### src/rtl/c880_bist_pkg.sv
// rtl/c880_bist_pkg.sv - shared types and constants for the c880 BIST controller
// Purpose: FSM state encoding, LFSR/MISR/counter widths, MISR feedback polynomial
//          and the LFSR step function used by the top level.
// Optional feature macro: C880_BIST_PIPE_EN (DRAIN state is only entered when defined).
package c880_bist_pkg;

  localparam int LFSR_W = 60;
  localparam int MISR_W = 26;
  localparam int CNT_W  = 16;
  localparam logic [MISR_W-1:0] MISR_POLY = 26'h47;

  typedef enum logic [1:0] {
    ST_IDLE  = 2'd0,
    ST_RUN   = 2'd1,
    ST_DRAIN = 2'd2,
    ST_DONE  = 2'd3
  } state_t;

  // Fibonacci LFSR step: shift left, feedback from the two top taps.
  function automatic logic [LFSR_W-1:0] lfsr_step(input logic [LFSR_W-1:0] v);
    return {v[LFSR_W-2:0], v[LFSR_W-1] ^ v[LFSR_W-2]};
  endfunction

endpackage

### src/rtl/c880_bist_misr.sv
// rtl/c880_bist_misr.sv - 26-bit multiple-input signature register
// Purpose: compacts one response word per enabled cycle into the signature.
// Ports:
//   clk  in   rising-edge clock
//   rst  in   asynchronous active-high reset (signature -> 0)
//   clr  in   synchronous clear, wins over en
//   en   in   compact resp this cycle
//   resp in   [25:0] response word
//   sig  out  [25:0] current signature
module c880_bist_misr
  import c880_bist_pkg::*;
(
  input  logic              clk,
  input  logic              rst,
  input  logic              clr,
  input  logic              en,
  input  logic [MISR_W-1:0] resp,
  output logic [MISR_W-1:0] sig
);

  always_ff @(posedge clk or posedge rst) begin
    if (rst) begin
      sig <= '0;
    end else if (clr) begin
      sig <= '0;
    end else if (en) begin
      sig <= {sig[MISR_W-2:0], 1'b0} ^ (sig[MISR_W-1] ? MISR_POLY : '0) ^ resp;
    end
  end

endmodule

### src/rtl/c880_bist.sv
// rtl/c880_bist.sv - LFSR/MISR built-in self test controller for the c880 netlist
// Purpose: on start, applies PATTERN_CNT pseudo-random 60-bit patterns to the c880
//          inputs and compacts its 26-bit responses into a signature, then reports
//          done and pass (signature equals golden_sig).
// Optional feature macro: C880_BIST_PIPE_EN - registers response_i one stage before
//          the MISR and adds a one-cycle DRAIN state to compact the final response.
// Ports:
//   clk          in   rising-edge clock
//   rst          in   asynchronous active-high reset
//   start        in   run request, honoured in IDLE or DONE
//   abort        in   terminate run, back to IDLE without done
//   golden_sig   in   [25:0] expected signature
//   pattern_o    out  [59:0] stimulus, bit 59 = N1
//   response_i   in   [25:0] c880 outputs, bit 25 = N388
//   busy         out  high in RUN/DRAIN
//   done         out  high in DONE
//   pass         out  done and signature matches golden_sig
//   signature_o  out  [25:0] MISR contents
module c880_bist
  import c880_bist_pkg::*;
#(
  parameter logic [CNT_W-1:0]  PATTERN_CNT = 16'd1023,
  parameter logic [LFSR_W-1:0] SEED        = 60'h1
) (
  input  logic              clk,
  input  logic              rst,
  input  logic              start,
  input  logic              abort,
  input  logic [MISR_W-1:0] golden_sig,
  output logic [LFSR_W-1:0] pattern_o,
  input  logic [MISR_W-1:0] response_i,
  output logic              busy,
  output logic              done,
  output logic              pass,
  output logic [MISR_W-1:0] signature_o
);

  // An all-zero LFSR would lock up, so a zero seed falls back to 1.
  localparam logic [LFSR_W-1:0] SEED_EFF = (SEED == '0) ? 60'h1 : SEED;
  localparam logic [CNT_W-1:0]  LAST_CNT = PATTERN_CNT - CNT_W'(1);
  localparam logic              ZERO_RUN = (PATTERN_CNT == '0);

  state_t             state, state_nxt;
  logic [CNT_W-1:0]   cnt;
  logic [LFSR_W-1:0]  lfsr;
  logic               start_ok;
  logic               last_pat;
  logic               misr_en;
  logic [MISR_W-1:0]  misr_in;
  logic [MISR_W-1:0]  sig;

  assign start_ok = start && !abort && (state == ST_IDLE || state == ST_DONE);
  assign last_pat = (state == ST_RUN) && (cnt == LAST_CNT);

  // State register
  always_ff @(posedge clk or posedge rst) begin
    if (rst) begin
      state <= ST_IDLE;
    end else begin
      state <= state_nxt;
    end
  end

  // Next-state logic; abort overrides everything else
  always_comb begin
    state_nxt = state;
    if (abort) begin
      state_nxt = ST_IDLE;
    end else begin
      case (state)
        ST_IDLE, ST_DONE: begin
          if (start) state_nxt = ZERO_RUN ? ST_DONE : ST_RUN;
        end
        ST_RUN: begin
`ifdef C880_BIST_PIPE_EN
          if (last_pat) state_nxt = ST_DRAIN;
`else
          if (last_pat) state_nxt = ST_DONE;
`endif
        end
        ST_DRAIN: state_nxt = ST_DONE;
        default:  state_nxt = ST_IDLE;
      endcase
    end
  end

  // Output logic
  always_comb begin
    busy = (state == ST_RUN) || (state == ST_DRAIN);
    done = (state == ST_DONE);
    pass = done && (sig == golden_sig);
  end

  // Pattern generator and counter. The LFSR does not step on the final RUN
  // edge so the last applied pattern stays visible in DONE.
  always_ff @(posedge clk or posedge rst) begin
    if (rst) begin
      lfsr <= '0;
      cnt  <= '0;
    end else if (abort) begin
      lfsr <= '0;
      cnt  <= '0;
    end else if (start_ok) begin
      lfsr <= ZERO_RUN ? '0 : SEED_EFF;
      cnt  <= '0;
    end else if (state == ST_RUN && !last_pat) begin
      lfsr <= lfsr_step(lfsr);
      cnt  <= cnt + CNT_W'(1);
    end
  end

`ifdef C880_BIST_PIPE_EN
  // Response of pattern k is compacted one cycle later; the first RUN cycle
  // only fills the register and DRAIN consumes the final response.
  logic [MISR_W-1:0] resp_q;

  always_ff @(posedge clk or posedge rst) begin
    if (rst) begin
      resp_q <= '0;
    end else if (state == ST_RUN) begin
      resp_q <= response_i;
    end
  end

  assign misr_in = resp_q;
  assign misr_en = !abort && ((state == ST_RUN && cnt != '0) || state == ST_DRAIN);
`else
  assign misr_in = response_i;
  assign misr_en = !abort && (state == ST_RUN);
`endif

  c880_bist_misr u_misr (
    .clk  (clk),
    .rst  (rst),
    .clr  (start_ok),
    .en   (misr_en),
    .resp (misr_in),
    .sig  (sig)
  );

  assign pattern_o   = lfsr;
  assign signature_o = sig;

endmodule

### config.mk
export PLATFORM = sky130hd
export DESIGN_NAME = c880_bist
export DESIGN_NICKNAME = d
export VERILOG_FILES = /design/src/rtl/c880_bist_pkg.sv /design/src/rtl/c880_bist_misr.sv /design/src/rtl/c880_bist.sv
export SDC_FILE = /design/constraint.sdc
export NUM_CORES = 1
export LEC_CHECK = 0
export BUFFER_PORTS_ARGS = -buffer_cell sky130_fd_sc_hd__buf_2
export CAP_MARGIN = 5
export CORE_AREA = 2 2 114 116
export CTS_CLUSTER_DIAMETER = 50
export DETAILED_ROUTE_END_ITERATION = 10
export DIE_AREA = 0 0 116 118
export MAX_ROUTING_LAYER = met4
export PLACE_DENSITY_LB_ADDON = 0.12
export SYNTH_ARGS = -nofsm -noshare
export SYNTH_HDL_FRONTEND = slang
export SYNTH_SLANG_ARGS = --single-unit
### constraint.sdc
create_clock -name clk -period 3.5 [get_ports clk]
set_clock_uncertainty 0.1 [all_clocks]
set_input_delay 0.35 -clock clk [delete_from_list [all_inputs] [get_ports clk]]
set_output_delay 0.35 -clock clk [all_outputs]
set_load 0.005 [all_outputs]
# --- Word-level counts from Yosys, hierarchy flattened ---
# Index checks and enable logic that the tools add are counted.
classes:
  n_addsub: 1
  n_eq_ne: 7
  n_mux: 13
  n_bitwise: 3
  n_reduce_logical: 15
ops:
  columns: ["operator", "n"]
  rows:
  - ["$mux W60", 3]
  - ["$mux W26", 2]
  - ["$xor A26 B26 Y26", 2]
  - ["$mux W16", 3]
  - ["$eq A26 B26 Y1", 1]
  - ["$add A16 B1 Y16 const B", 1]
  - ["$eq A16 B10 Y1 const B", 1]
  - ["$mux W7", 1]
  - ["$logic_and A1 B1 Y1", 6]
  - ["$mux W2", 3]
  - ["$ne A3 B3 Y1 const B", 2]
  - ["$pmux W2 S3", 1]
  - ["$eq A2 B2 Y1 const B", 2]
  - ["$reduce_bool A3 Y1", 1]
  - ["$eq A2 B1 Y1 const B", 1]
  - ["$logic_not A1 Y1", 2]
  - ["$logic_not A2 Y1", 1]
  - ["$logic_or A1 B1 Y1", 2]
  - ["$reduce_and A2 Y1", 1]
  - ["$reduce_bool A2 Y1", 1]
  - ["$reduce_or A2 Y1", 1]
  - ["$xor A1 B1 Y1", 1]
word_totals:
  ff_bits: 104
  inputBits: 56
  word_cells: 43

# --- Logic depth before layout (Yosys ltp) ---
logic_depth:
  word_depth: 7
  mapped_depth: 9
  depth_no_buf: 6

# --- Modules after synthesis ---
# From an unflattened synthesis, not the netlist that was laid out.
unflattened:
  cells_unflattened: 529
  hier_area_um2: 4968.5
modules_own_cells:
  columns: ["module", "n_inst", "cells_per_inst", "area_each_um2", "seq_area_each_um2"]
  rows:
  - ["c880_bist", 1, 411, 3697.3, 1951.9]
  - ["c880_bist_misr", 1, 118, 1271.2, 650.6]

# --- Least setup slack after synthesis ---
# OpenSTA, ideal clock, no wires.
synth_timing:
  kind: "register to register"
  startpoint: "register cnt[0]"
  endpoint: "register cnt[0]"
  setup_ns: 0.130
  arrival_ns: 1.886
  required_time_ns: 3.270
  path_slack_ns: 1.385
  stages_incl_launch_ff: 8
  period_less_slack_ns: 2.115
  path_cell_list: "dfrtp_1 -> inv_1 -> ha_1 -> or4b_4 -> nor4_4 -> nor2_1 -> clkbuf_1 -> o2bb2ai_1"
synth_between:
  elab_chain_len: 5
synth_lines:
  columns: ["item", "line", "text"]
  rows:
  - ["from (decl)", "c880_bist.sv:44", "logic [CNT_W-1:0] cnt;"]
  - ["from (signal assigned)", "c880_bist.sv:108", "cnt <= cnt + CNT_W'(1);"]
  - ["branches (longest 5 deep; another with $add A16 B1 Y16)", null, null]
# Several ways; the timed one is not identified. The select of a mux whose other input is x is not followed.
# A chain may end at the register's enable or synchronous reset.

# --- Final worst setup path ---
layout_timing:
  startpoint: "register u_misr.sig[16]"
  endpoint: "output pass"
layout_between:
  elab_chain_len: 2
layout_lines:
  columns: ["item", "line", "text"]
  rows:
  - ["from (decl)", "c880_bist_misr.sv:18", "output logic [MISR_W-1:0] sig"]
  - ["from (signal assigned)", "c880_bist_misr.sv:27", "sig <= {sig[MISR_W-2:0], 1'b0} ^ (sig[MISR_W-1] ? MISR_POLY : '0) ^ resp;"]
  - ["$eq A26 B26 Y1", "c880_bist.sv:91", "pass = done && (sig == golden_sig);"]
  - ["$logic_and A1 B1 Y1", "c880_bist.sv:91", null]
  - ["to (decl)", "c880_bist.sv:34", "output logic pass,"]
# Every way passes these cells.

==> summary.txt <==
Place
  • IO buf count: 144
  • Final Wtd Congestion: ~0.8
  • Post-Place Setup Slack: 1012 ps
  • Post-DP HPWL: 8231 um

GRT
  • Gr ovfl total: 0
  • First-pass GRT wire length: between 15,000 and 20,000 um
  • Initial antenna violation count: 0
  • Vias in the first global route: approximately 3,900
  • Total GRT Usage: 18.24%
  • Largest net degree at the start of global routing: slightly below 70

Routing
  • Residual DRC count: 0
  • 1st-iter DRT viols: 216
  • Drt pass-1 iters: 4
  • Drt via density: 5.105
  • WL final: 12,120 um
  • Routed len/inst: 15.55 um
  • Via count: 3,977
  • ANT nets after route: 0

Outcome
  • Run status: finished, final reports clean

Setup path
  • CP max-delay cell: or4_1
  • Worst Setup Path Type: reg -> out
  • Setup crit start kind: flop
  • Worst Path Required: 3050 ps
  • FF-to-FF Start: cnt[0]
  • Crit path launch: u_misr.sig[16]
  • Crit end category: primary output
  • CP Max Fanout: 4
  • CP max stage delay: 480 ps
  • WP data arrival: 2260 ps
  • Crit-path cells: xnor2_1, nand4_1, or4_1, nor4_1, buf_2

Synth
  • Main synth FF type: dfrtp_1
  • Async SR Flop Fraction: 100.0%
  • Post-synth EDFFs: 0
  • Synth Area in Compound Gates: about 18%
  • #FFs+latches synth: 104
  • Yosys top cell by area: dfrtp_1
  • Top cells by area, synth: dfrtp_1 (53%), o2bb2ai_1 (11%), xnor2_1 (9.5%)
  • Post-Synth Adder-Cell Area: 1.024%
  • Distinct cells, synth: 38
  • Syn Inst Count: about 470
  • Xor/xnor share of the synthesized area: roughly 10%
  • Post-synth net total: 533
  • Synth warnings: 0
  • Post-synthesis mux area share: less than 1%
  • Synth Area in Simple Gates: roughly 14%
  • Syn Std Cell Area: 0.004886 mm^2
  • Largest family of logic cells by synthesized area: compound AO/OA/AOI/OAI gates
  • Syn_area_per_cell: 10.33 um^2
  • Top cell type's share of synthesized area: 53.27%
  • Post-synthesis sequential area ratio: 53.27%

Power
  • Max VDD drop: 0.0002365 V
  • Power, Total: 3.565 mW
  • LEAKAGE: around 2.8 nW
  • Power Density: around 590 mW/mm^2

Clock network
  • Clock buffer depth: 2
  • Clk root buf: clkbuf_16
  • Post_cts resized: 0
  • Clock network latency to the later pin of the worst-skew pair: 350 ps
  • CTS sink count: 104
  • Post-CTS Setup Bufs: 0
  • TritonCTS clock tree: yes
  • CTS Buf Count: 9
  • CTS H-tree lvls: 3
  • # hold bufs at CTS: 0
  • Clock slew at reported path FFs: 70 ps

Cells and area
  • Ant diodes: 0
  • Area Growth Syn to Fin: 24.23%
  • Finished Core Util: 48.89%
  • Share of layout cells above drive strength 1: 29.16%
  • Most common cell after layout, fill and taps aside: buf_2
  • Most frequent cells in the layout: buf_2 (144), dfrtp_1 (104), nand2_1 (92), o2bb2ai_1 (60), xnor2_1 (53)
  • Net count reported at finish: about 660

Floorplan
  • Height of the die: 118 um
  • Row count: 41
  • Starting Density: 39.36%
  • Core region area: 0.01241 mm^2
  • I/O pin count: about 150
  • Chip Width: 116 um
  • Die footprint: 0.01369 mm^2

STA
  • Post-route setup slack: between 700 and 800 ps
  • Final critical-path required period: 2711 ps
  • Slew HR: 44.69%
  • Final setup vio count: 0
  • Fin. max-slew vios: 0
  • RSZ-0062 raised after global routing: no
  • Final Hold Viols: 0
  • Final period util: 77.46%
  • Worst hold margin: 65.18 ps
  • Max frequency: 0.3688 GHz
  • Setup_tns: 0 ps
  • Least-Margin Pin Slew: 829.6 ps

Flow run
  • Max_cap viols: 0

Hold path
  • HP Class: in -> async
-- registers in the layout (all words and copies together), names as in the netlist --
| register | flops |
|---|---|
| u_misr.sig | 26 |
| state | 2 |
| pattern_o | 60 |
| cnt | 16 |
-- cell type report --
| class | count | area (um^2) |
|---|---|---|
| multi-input cells | 330 | 2155 |
| well taps | 172 | 215.2 |
| fillers | 1219 | 6345 |
| flip-flops and latches | 104 | 2603 |
| inverters | 7 | 28.78 |
| clock inverters | 5 | 57.56 |
| clock buffers | 11 | 232.7 |
| repair buffers | 150 | 778.2 |
-- worst max-delay path, delay by kind of cell (launching register included) --
kind	cells	cell delay, ps
xor gates and xnor gates	1	320
DFF	1	430
buffers and inverters	1	180
and+or+nand+nor	3	990
-- per-layer routing --
layer / vias to the layer above / track usage, % / part of all wire [%]
li1: 1921 / - / -
met5: - / - / 0
met1: 1932 / 24.70 / 47
met3: 10 / 3.296 / 5.2
met4: 0 / 6.250 / 1.4
met2: 114 / 27.63 / 47
-- logic make-up after synthesis --
logic type,after synthesis
compound gates,121
xor+xnor,57
fa+ha+maj,4
buf+inv,39
flops,104
mux,2
simple gates,146
-- per-stage QoR --
step           area, um^2  cells
6_report             6070    779
5_1_grt              6070    779
4_1_cts              6070    779
3_5_place_dp         5779    763
3_3_place_gp         5779    763
2_1_floorplan        4886    473
-- worst paths after layout --
check | to | slack (ps) | cells after the start
setup / recovery | pass | 790 | 5
min in group clk | u_misr.sig[7] | 190 | 3
setup reg to reg | pattern_o[0] | 1000 | 7
max in group asynchronous | u_misr.sig[19] | 2500 | 3
hold / removal | pattern_o[41] | 70 | 2
hold reg to reg | pattern_o[46] | 400 | 1
-- cell usage after synthesis (2+ instances only) --
master       n
ha_1         4
nand2_1     92
nand3_1      7
xor2_1       4
o21ai_1      4
nand4_1     12
or4_1        3
inv_1        7
or2_2        4
and3_1       4
o2bb2ai_1   60
xnor2_1     53
nor2_1       7
a21oi_1     14
nor4_1       2
or3_1        7
clkbuf_1    25
a21o_1       2
o21ai_0     29
a211oi_1     3
dfrtp_1    104
nor3_1       4
buf_2        7
-- where the power goes --
| group | internal (mW) | switching (mW) | leakage, nW |
|---|---|---|---|
| clock network | 0.554 | 0.444 | 0.132 |
| logic | 0.437 | 0.566 | 1.25 |
| registers | 1.35 | 0.217 | 1.43 |
No activity file was read; power rests on OpenSTA's default activity.
